**config.mk**
```make
export PLATFORM = sky130hd
export DESIGN_NAME = cpu_exec_monitor
export DESIGN_NICKNAME = d
export VERILOG_FILES = /design/src/rtl/cpu_exec_monitor.sv
export SDC_FILE = /design/constraint.sdc
export NUM_CORES = 1
export LEC_CHECK = 0
export ABC_AREA = 1
export BUFFER_PORTS_ARGS = -buffer_cell sky130_fd_sc_hd__buf_4
export CELL_PAD_IN_SITES_DETAIL_PLACEMENT = 0
export CELL_PAD_IN_SITES_GLOBAL_PLACEMENT = 1
export CORE_MARGIN = 3
export CORE_UTILIZATION = 48
export DETAILED_ROUTE_END_ITERATION = 7
export GPL_TIMING_DRIVEN = 0
export PLACE_DENSITY_LB_ADDON = 0.2
export SYNTH_ARGS = -nofsm -noshare
export SYNTH_HDL_FRONTEND = slang
export SYNTH_SLANG_ARGS = --single-unit
```
**constraint.sdc**
```tcl
create_clock -name clk -period 4.03 [get_ports clk]
set_clock_uncertainty 0.1 [all_clocks]
set_input_delay 0.806 -clock clk [delete_from_list [all_inputs] [get_ports clk]]
set_output_delay 0.806 -clock clk [all_outputs]
set_load 0.01 [all_outputs]
```
**src/rtl/cpu_exec_monitor.sv**
```systemverilog
// Execution monitor that sits beside the 16-bit CPU core.
// It counts sampled cycles and retirements per opcode, and detects a halt (next_pc == pc)
// or a watchdog timeout. It also keeps a circular trace of the most recent instructions.
// Once execution stops, the trace can be drained oldest-first over a valid/ready port.
module cpu_exec_monitor #(
  parameter int unsigned PC_W        = 8,
  parameter int unsigned INSTR_W     = 16,
  parameter int unsigned OPC_W       = 4,
  parameter int unsigned NUM_OPC     = 8,
  parameter int unsigned CNT_W       = 16,
  parameter int unsigned TRACE_DEPTH = 16,
  parameter int unsigned TIMEOUT     = 100,
  localparam int unsigned PtrW       = $clog2(TRACE_DEPTH),
  localparam int unsigned LvlW       = PtrW + 1
) (
  input  logic               clk,
  input  logic               rst,
  input  logic               en,
  input  logic [PC_W-1:0]    pc,
  input  logic [PC_W-1:0]    next_pc,
  input  logic [INSTR_W-1:0] instr,
  input  logic               zero_flag,
  input  logic               clear,
  output logic [1:0]         state,
  output logic               halted,
  output logic               timeout,
  output logic               overflow,
  output logic [CNT_W-1:0]   cycle_count,
  input  logic [OPC_W-1:0]   opc_sel,
  output logic [CNT_W-1:0]   opc_count,
  output logic [LvlW-1:0]    trace_level,
  output logic               trace_rd_valid,
  input  logic               trace_rd_ready,
  output logic [PC_W-1:0]    trace_rd_pc,
  output logic [INSTR_W-1:0] trace_rd_instr,
  output logic               trace_rd_zero
);

  typedef enum logic [1:0] {
    StIdle    = 2'd0,
    StRun     = 2'd1,
    StHalted  = 2'd2,
    StTimeout = 2'd3
  } state_e;

  localparam logic [LvlW-1:0] LvlFull = LvlW'(TRACE_DEPTH);

  // Counters stick at all-ones instead of wrapping.
  function automatic logic [CNT_W-1:0] sat_inc(input logic [CNT_W-1:0] v);
    return (&v) ? v : v + CNT_W'(1);
  endfunction

  state_e state_q, state_d;

  logic [CNT_W-1:0] cycle_q, cycle_d;
  logic [CNT_W-1:0] opc_cnt_q [NUM_OPC];
  logic [CNT_W-1:0] opc_cnt_d [NUM_OPC];
  logic [CNT_W-1:0] unk_cnt_q, unk_cnt_d;
  logic [CNT_W-1:0] opc_count_q, opc_count_d;
  logic             overflow_q, overflow_d;
  logic [PtrW-1:0]  wr_ptr_q, wr_ptr_d;
  logic [PtrW-1:0]  rd_ptr_q, rd_ptr_d;
  logic [LvlW-1:0]  level_q, level_d;

  logic [PC_W-1:0]    trace_pc_q    [TRACE_DEPTH];
  logic [INSTR_W-1:0] trace_instr_q [TRACE_DEPTH];
  logic               trace_zero_q  [TRACE_DEPTH];

  logic [OPC_W-1:0] opcode;
  logic             opc_known;
  logic             active;
  logic             sample;
  logic             is_halt;
  logic [CNT_W-1:0] cycle_inc;
  logic             hit_timeout;
  logic             pop;
  logic             trace_we;
  logic [CNT_W-1:0] opc_sel_cnt;

  assign opcode    = instr[INSTR_W-1 -: OPC_W];
  assign opc_known = 32'(opcode) < NUM_OPC;
  assign active    = (state_q == StIdle) || (state_q == StRun);
  assign sample    = en && active;
  assign is_halt   = (next_pc == pc);
  assign cycle_inc = sat_inc(cycle_q);
  // Compare at 32 bits so a TIMEOUT beyond the counter range can never fire falsely.
  assign hit_timeout = (32'(cycle_inc) == TIMEOUT);
  assign pop       = trace_rd_valid && trace_rd_ready;

  // FSM state register
  always_ff @(posedge clk) begin
    if (!rst) begin
      state_q <= StIdle;
    end else begin
      state_q <= state_d;
    end
  end

  // FSM next state: halt beats timeout on the same sample; stop states are sticky
  always_comb begin
    state_d = state_q;
    if (clear) begin
      state_d = StIdle;
    end else begin
      case (state_q)
        StIdle, StRun: begin
          if (en) begin
            if (is_halt) begin
              state_d = StHalted;
            end else if (hit_timeout) begin
              state_d = StTimeout;
            end else begin
              state_d = StRun;
            end
          end
        end
        default: state_d = state_q;
      endcase
    end
  end

  // FSM outputs; the trace is only readable once execution has stopped
  always_comb begin
    state          = state_q;
    halted         = (state_q == StHalted);
    timeout        = (state_q == StTimeout);
    trace_rd_valid = ((state_q == StHalted) || (state_q == StTimeout)) && (level_q != '0);
  end

  // Counter select for the registered opc_count readout
  always_comb begin
    opc_sel_cnt = unk_cnt_q;
    for (int unsigned i = 0; i < NUM_OPC; i++) begin
      if (opc_sel == OPC_W'(i)) begin
        opc_sel_cnt = opc_cnt_q[i];
      end
    end
  end

  // Datapath next state: counters, trace pointers and level
  always_comb begin
    cycle_d     = cycle_q;
    opc_cnt_d   = opc_cnt_q;
    unk_cnt_d   = unk_cnt_q;
    overflow_d  = overflow_q;
    wr_ptr_d    = wr_ptr_q;
    rd_ptr_d    = rd_ptr_q;
    level_d     = level_q;
    opc_count_d = opc_sel_cnt;
    trace_we    = 1'b0;
    if (clear) begin
      cycle_d     = '0;
      unk_cnt_d   = '0;
      overflow_d  = 1'b0;
      wr_ptr_d    = '0;
      rd_ptr_d    = '0;
      level_d     = '0;
      opc_count_d = '0;
      for (int unsigned i = 0; i < NUM_OPC; i++) begin
        opc_cnt_d[i] = '0;
      end
    end else if (sample) begin
      cycle_d  = cycle_inc;
      trace_we = 1'b1;
      if (opc_known) begin
        for (int unsigned i = 0; i < NUM_OPC; i++) begin
          if (opcode == OPC_W'(i)) begin
            opc_cnt_d[i] = sat_inc(opc_cnt_q[i]);
          end
        end
      end else begin
        unk_cnt_d = sat_inc(unk_cnt_q);
      end
      wr_ptr_d = wr_ptr_q + PtrW'(1);
      // Full buffer: drop the oldest entry so the newest always lands
      if (level_q == LvlFull) begin
        rd_ptr_d   = rd_ptr_q + PtrW'(1);
        overflow_d = 1'b1;
      end else begin
        level_d = level_q + LvlW'(1);
      end
    end else if (pop) begin
      rd_ptr_d = rd_ptr_q + PtrW'(1);
      level_d  = level_q - LvlW'(1);
    end
  end

  // Datapath registers
  always_ff @(posedge clk) begin
    if (!rst) begin
      cycle_q     <= '0;
      unk_cnt_q   <= '0;
      overflow_q  <= 1'b0;
      wr_ptr_q    <= '0;
      rd_ptr_q    <= '0;
      level_q     <= '0;
      opc_count_q <= '0;
      for (int unsigned i = 0; i < NUM_OPC; i++) begin
        opc_cnt_q[i] <= '0;
      end
    end else begin
      cycle_q     <= cycle_d;
      unk_cnt_q   <= unk_cnt_d;
      overflow_q  <= overflow_d;
      wr_ptr_q    <= wr_ptr_d;
      rd_ptr_q    <= rd_ptr_d;
      level_q     <= level_d;
      opc_count_q <= opc_count_d;
      opc_cnt_q   <= opc_cnt_d;
    end
  end

  // Trace storage; contents need no reset because the pointers define what is valid
  always_ff @(posedge clk) begin
    if (rst && trace_we) begin
      trace_pc_q[wr_ptr_q]    <= pc;
      trace_instr_q[wr_ptr_q] <= instr;
      trace_zero_q[wr_ptr_q]  <= zero_flag;
    end
  end

  // Register-backed outputs and show-ahead trace data
  always_comb begin
    overflow       = overflow_q;
    cycle_count    = cycle_q;
    opc_count      = opc_count_q;
    trace_level    = level_q;
    trace_rd_pc    = trace_pc_q[rd_ptr_q];
    trace_rd_instr = trace_instr_q[rd_ptr_q];
    trace_rd_zero  = trace_zero_q[rd_ptr_q];
  end

endmodule

```
# Word level (Yosys, flattened, before mapping)
# Memory sizes are Yosys's and may differ from the RTL's. A register that Yosys moved wholly into a read port is not among the register bits.
# Index checks and enable logic that the tools add are counted.
# classes
addsub,14
order_cmp,1
eq_ne,22
mux,27
n_bitwise,11
n_reduce_logical,36
# op_table
cell,n
$add A16 B1 Y16 const B,10
$reduce_and A16 Y1,10
$mux W16,9
$mux W4,9
$eq A4 B3 Y1 const B,8
$reduce_and A4 Y1,8
$eq A16 B7 Y1 const B,1
$eq A4 B2 Y1 const B,4
$mux W5,3
$not A1 Y1,11
$add A4 B1 Y4 const B,2
$eq A4 B1 Y1 const B,2
$eq A8 B8 Y1,1
$logic_not A4 Y1,2
$reduce_and A2 Y1,4
$add A5 B1 Y5 const B,1
$eq A5 B5 Y1 const B,1
$reduce_bool A5 Y1,1
$sub A5 B1 Y5 const B,1
$eq A2 B2 Y1 const B,2
$logic_and A1 B1 Y1,4
$lt A4 B4 Y1 const B,1
$mux W1,4
$mux W2,2
other kinds (8),10
# totals
regBits,192
ram_bits,400
input_bits,42
output_inout_bits,68
elab_cells,130
n_memories,3
# memory_table
name,depth,width,rd,rd_clocked_by_memory_dff,write_ports,line,source
trace_instr_q,16,16,1,1,1,66,logic [INSTR_W-1:0] trace_instr_q [TRACE_DEPTH];
trace_pc_q,16,8,1,1,1,65,logic [PC_W-1:0] trace_pc_q [TRACE_DEPTH];
trace_zero_q,16,1,1,1,1,67,logic trace_zero_q [TRACE_DEPTH];

# Longest topological paths before layout
# depth
ltp_word,9
depth_mapped,15
depth_no_buf,14

# Least setup slack after synthesis
# Ideal clock, no wire load.
# synth_timing
path_kind,input to register
from,input rst
to,memory trace_instr_q[0][0] (enable)
setup_time_ns,0.407
arrival_time_ns,2.799
required_time_ns,3.523
slack_ns,0.724
path_stages,6
cell_sequence,inv_1 -> nor2_1 -> clkbuf_1 -> clkbuf_1 -> nand3_1 -> nor2_1
# synth_via
elab_chain_len,3
# synth_rtl
element,line,source
"start, declared",17,"input logic rst,"
$logic_and A1 B1 Y1,215,if (rst && trace_we) begin
$mux W1,215,
$mux W1 (implied by the code),217,trace_instr_q[wr_ptr_q] <= instr;
"end, declared",66,
# No other way between the ends.

==> results.txt <==
The flow ran to the end, and the final reports show no timing, DRC or antenna violations. The number of cells on the worst reg-to-reg path was 6; the half-perimeter wire length after detailed placement was 55.0 mm. The post-route cell area came out at 31400 µm².

Last weighted congestion value of the routability-driven placer: 0.946. Via count: 21247. The H-tree was split into 2 levels. Part of the cycle the worst path needs: 0.966.

Setup repair after global routing could not meet its margin everywhere. For the yosys synthesis warning count, the log shows 0. In this run the remaining antenna-violating nets after routing total 0. The share of synthesized registers carrying an async set or reset was 0; the register clock-pin slew on the reported worst setup and hold paths was 0.07 ns. Setup violations remaining at the end of the flow were counted as 0.

The worst setup path is of the reg2out kind. The startpoint of the worst hold path was overflow$_SDFFE_PP0P_. Walking the worst path, the cells encountered are buf_2 -> buf_2 -> buf_2 -> a21oi_1 -> o21ai_0 -> o21ai_0 -> o211ai_1 -> nand2_1 -> buf_4. The root buffer cell is clkbuf_16.

Effective utilization at floorplan: 0.490. At the later pin of the worst-skew pair, clock insertion delay measures 0.63 ns. The cell at the slowest stage of the critical path was o211ai_1. For the number of placed I/O pins, the log shows 110.

The width of the die was 244 µm. For this run, the leading register cell type out of synthesis is edfxtp_1. The tightest hold path in the finished design has a slack of 0.366 ns. After detailed routing, the average wire length per cell comes to 21.0 µm. The logs give 20551 for the number of global-route vias before repair and 3 for the clock tree buffer depth. Derived from the worst setup path, the maximum achievable clock frequency is 0.257 GHz. The distinct cell type count after synthesis is 50, and the detailed-routing iteration count for the pre-antenna-repair pass is 6.

The logs give 0 for the number of hold buffers added after cts and 55600 µm² for the core footprint. The number of instances on the worst hold path is 2. The largest net degree at the start of global routing is 26. STA classifies the critical path endpoint as an output port. Final max-slew violation count: 0. The fraction of the yosys area taken by sequential cells was 0.584. The clock net in this run drives a total of 596 sinks.

In this run, the number of DRC markers left after iteration 0 of detailed routing was 1898. For the pin with the worst max-slew slack, the measured transition is 1.04 ns. Data on the critical path arrives at its endpoint at 2.99 ns.

The tools report the number of antenna violations at the first check in global routing as 0. The logs give 0.264 for the all-layer global routing usage and 61 for the number of buffers added by the clock tree synthesis step. The tools report the endpoint required time on the critical path as 3.12 ns.

In this run the worst path has a maximum fanout of 10. Once placement finished, the instance area stood at 29400 µm². Counting flops with a built-in enable in the synthesized netlist gives 400. The headroom to the max-slew limit was 0.308; the leakage power total was 10.7 nW.

The tools report the number of antenna diodes as 0. The maximum vdd ir drop is 0.380 mV, and the fraction of layout cells with a size suffix above 1 is 0.106. The run gives 121 mm as the global-route wire length before repair. The run gives 27300 µm² as the post-synth design cell area. Counting I/O delays and the setup requirement, the final critical path takes 3.89 ns. After detailed routing, the number of remaining DRC violations is 0. The number of hold-slack violations in the final timing report came out at 0. The die height works out to 244 µm.

Source of the worst register-to-register timing path: state[1]$_SDFFE_PP0P_. For this design the ratio of total power to cell area is 407 nW/µm². The most numerous cell type found on the critical path is buf_2.

In this run the core area contains 86 standard-cell rows. The mean instance size in the synthesized netlist was 9.67 µm²; the total of max-cap violations was 0. The tools report the sort of element at the start of the critical path as a flop. TritonCTS built the clock tree. The floorplan step defined a die boundary enclosing 59700 µm². The post-synthesis to final-layout area growth works out to 15.3%. The number of buffer cells added on primary ports was 109; the sum of negative setup slack was 0 ns.

The final layout contains routed wiring with a total length of 79.8 mm. The net count of the mapped netlist is 2883, and the average via count per standard cell is 5.59. The post-synthesis instance total came out at 2822. The synthesized design contains 596 register bits. The tools report the remaining global-route overflow as 0. Classification of the worst-slack hold path: reg2reg. Biggest cell delay along the critical path: 0.45 ns. For the net total in the final layout, the log shows 3065.
-- worst max-delay path, delay by kind of cell, from the launching register on --
kind	cells	cell delay (ns)
buf+inv	4	1.02
compound gates	4	0.83
flops	1	0.39
simple gates	1	0.13
-- stage by stage --
step | std cells | total power, W | worst slack, ns | utilization
after floorplan | 2822 | 0.00694 | 0.724 | -
after global routing | 3800 | 0.0132 | -0.0188 | 0.565
after detailed placement | 3689 | 0.00722 | -0.305 | 0.529
final | 3800 | 0.0128 | 0.139 | 0.565
after CTS | 3800 | 0.0129 | 0.0483 | 0.565
after global placement | 3679 | 0.00720 | -1.72 | 0.522
-- routing by layer --
| metal | vias up | GRT usage | wire length [µm] |
|---|---|---|---|
| met3 | 153 | 0.0407 | 5560 |
| li1 | 10230 | - | - |
| met5 | - | 0 | 0 |
| met1 | 10050 | 0.350 | 33200 |
| met4 | 0 | 0.101 | 2960 |
| met2 | 814 | 0.438 | 38000 |
-- cell usage after synthesis (2+ instances only) --
master / number / share of area
xnor2_1: 10 / 0.0032
a21oi_1: 262 / 0.048
o22ai_1: 3 / 0.00069
o21a_1: 8 / 0.0022
nand2_1: 433 / 0.060
buf_2: 28 / 0.0051
nor3_2: 7 / 0.0026
clkinv_1: 3 / 0.00041
a211oi_1: 10 / 0.0028
nor4_1: 20 / 0.0046
nor3b_1: 8 / 0.0022
inv_1: 304 / 0.042
edfxtp_1: 400 / 0.44
nand4_1: 30 / 0.0069
nor3_4: 2 / 0.0012
buf_1: 8 / 0.0011
clkbuf_1: 90 / 0.012
xor2_1: 41 / 0.013
nor3_1: 76 / 0.014
and3_1: 6 / 0.0014
a21oi_2: 8 / 0.0026
buf_4: 3 / 0.00083
mux2i_1: 100 / 0.037
nor2_2: 3 / 0.00069
dfxtp_1: 196 / 0.14
inv_2: 25 / 0.0034
or2_2: 6 / 0.0014
ha_1: 18 / 0.0083
nand2_2: 8 / 0.0018
nand3b_1: 2 / 0.00055
o21ai_0: 213 / 0.039
a31oi_1: 9 / 0.0021
nand3_1: 163 / 0.030
o21ai_1: 18 / 0.0033
o211ai_1: 121 / 0.033
nor2_1: 166 / 0.023
-- layout make-up --
type	count	area [µm²]
Fill cell	4971	24200
Sequential cell	596	15900
Multi-Input combinational cell	1764	9680
Clock buffer	77	1630
Inverter	332	1250
Timing Repair Buffer	119	1080
Tap cell	748	936
Buffer	130	556
Clock inverter	34	387
-- cell families (layout without fill, tap and decap cells) --
logic type	count (synthesis)	after routing	synth area share
xor+xnor	51	51	0.0164
mux	100	100	0.0367
compound gates	659	659	0.136
fa+ha+maj	19	19	0.00899
flops	596	596	0.584
buf+inv	462	692	0.0655
simple gates	935	935	0.152
-- path summary, 6_finish.rpt --
path	slack, ns	endpoint
setup / recovery	0.14	trace_rd_instr[2]
hold / removal	0.37	overflow$_SDFFE_PP0P_
setup reg to reg	1.14	trace_instr_q[8][1]$_DFFE_PP_
hold reg to reg	0.37	overflow$_SDFFE_PP0P_
-- registers in the layout, indices dropped and copies added (netlist names), named ones only --
register,cells
opc_cnt_q,128
wr_ptr_q,4
cycle_count,16
trace_instr_q,256
trace_zero_q,16
trace_pc_q,128
opc_count,16
rd_ptr_q,4
overflow,1
state,2
unk_cnt_q,16
trace_level,5
-- what timing repair did --
item / 4_1_cts / 5_1_grt
pin swaps: 0 / 1
endpoints found under the setup margin: 2 / 8
buffers inserted: 0 / 0
gates resized for setup: 3 / 8
-- cells in the final DEF (no fill, tap or decap), types with 8 or more instances in the layout --
cell	count
o21ai_1	18
mux2i_1	100
inv_2	25
clkbuf_1	98
a21oi_2	8
clkbuf_16	62
dfxtp_1	196
nor2_1	150
xnor2_1	10
a21oi_1	262
o21a_1	8
buf_2	26
xor2_1	41
nor2_4	16
nand2_1	433
o211ai_1	121
o21ai_0	213
nor4_1	20
buf_4	112
a31oi_1	9
ha_1	18
inv_1	304
nand3_1	163
nand4_1	30
buf_16	8
buf_1	8
edfxtp_1	400
nor3_1	76
nand2_2	8
a211oi_1	10
nor3b_1	8
clkinv_1	13
-- where the power goes --
group / leakage, nW / internal, W / switching [W]
Sequential: 5.18 / 0.00654 / 0.0000209
Clock: 0.969 / 0.00330 / 0.00241
Combinational: 4.55 / 0.000159 / 0.000365
Total: 10.7 / 0.0100 / 0.00279
Power figures use the tool's default switching activity.
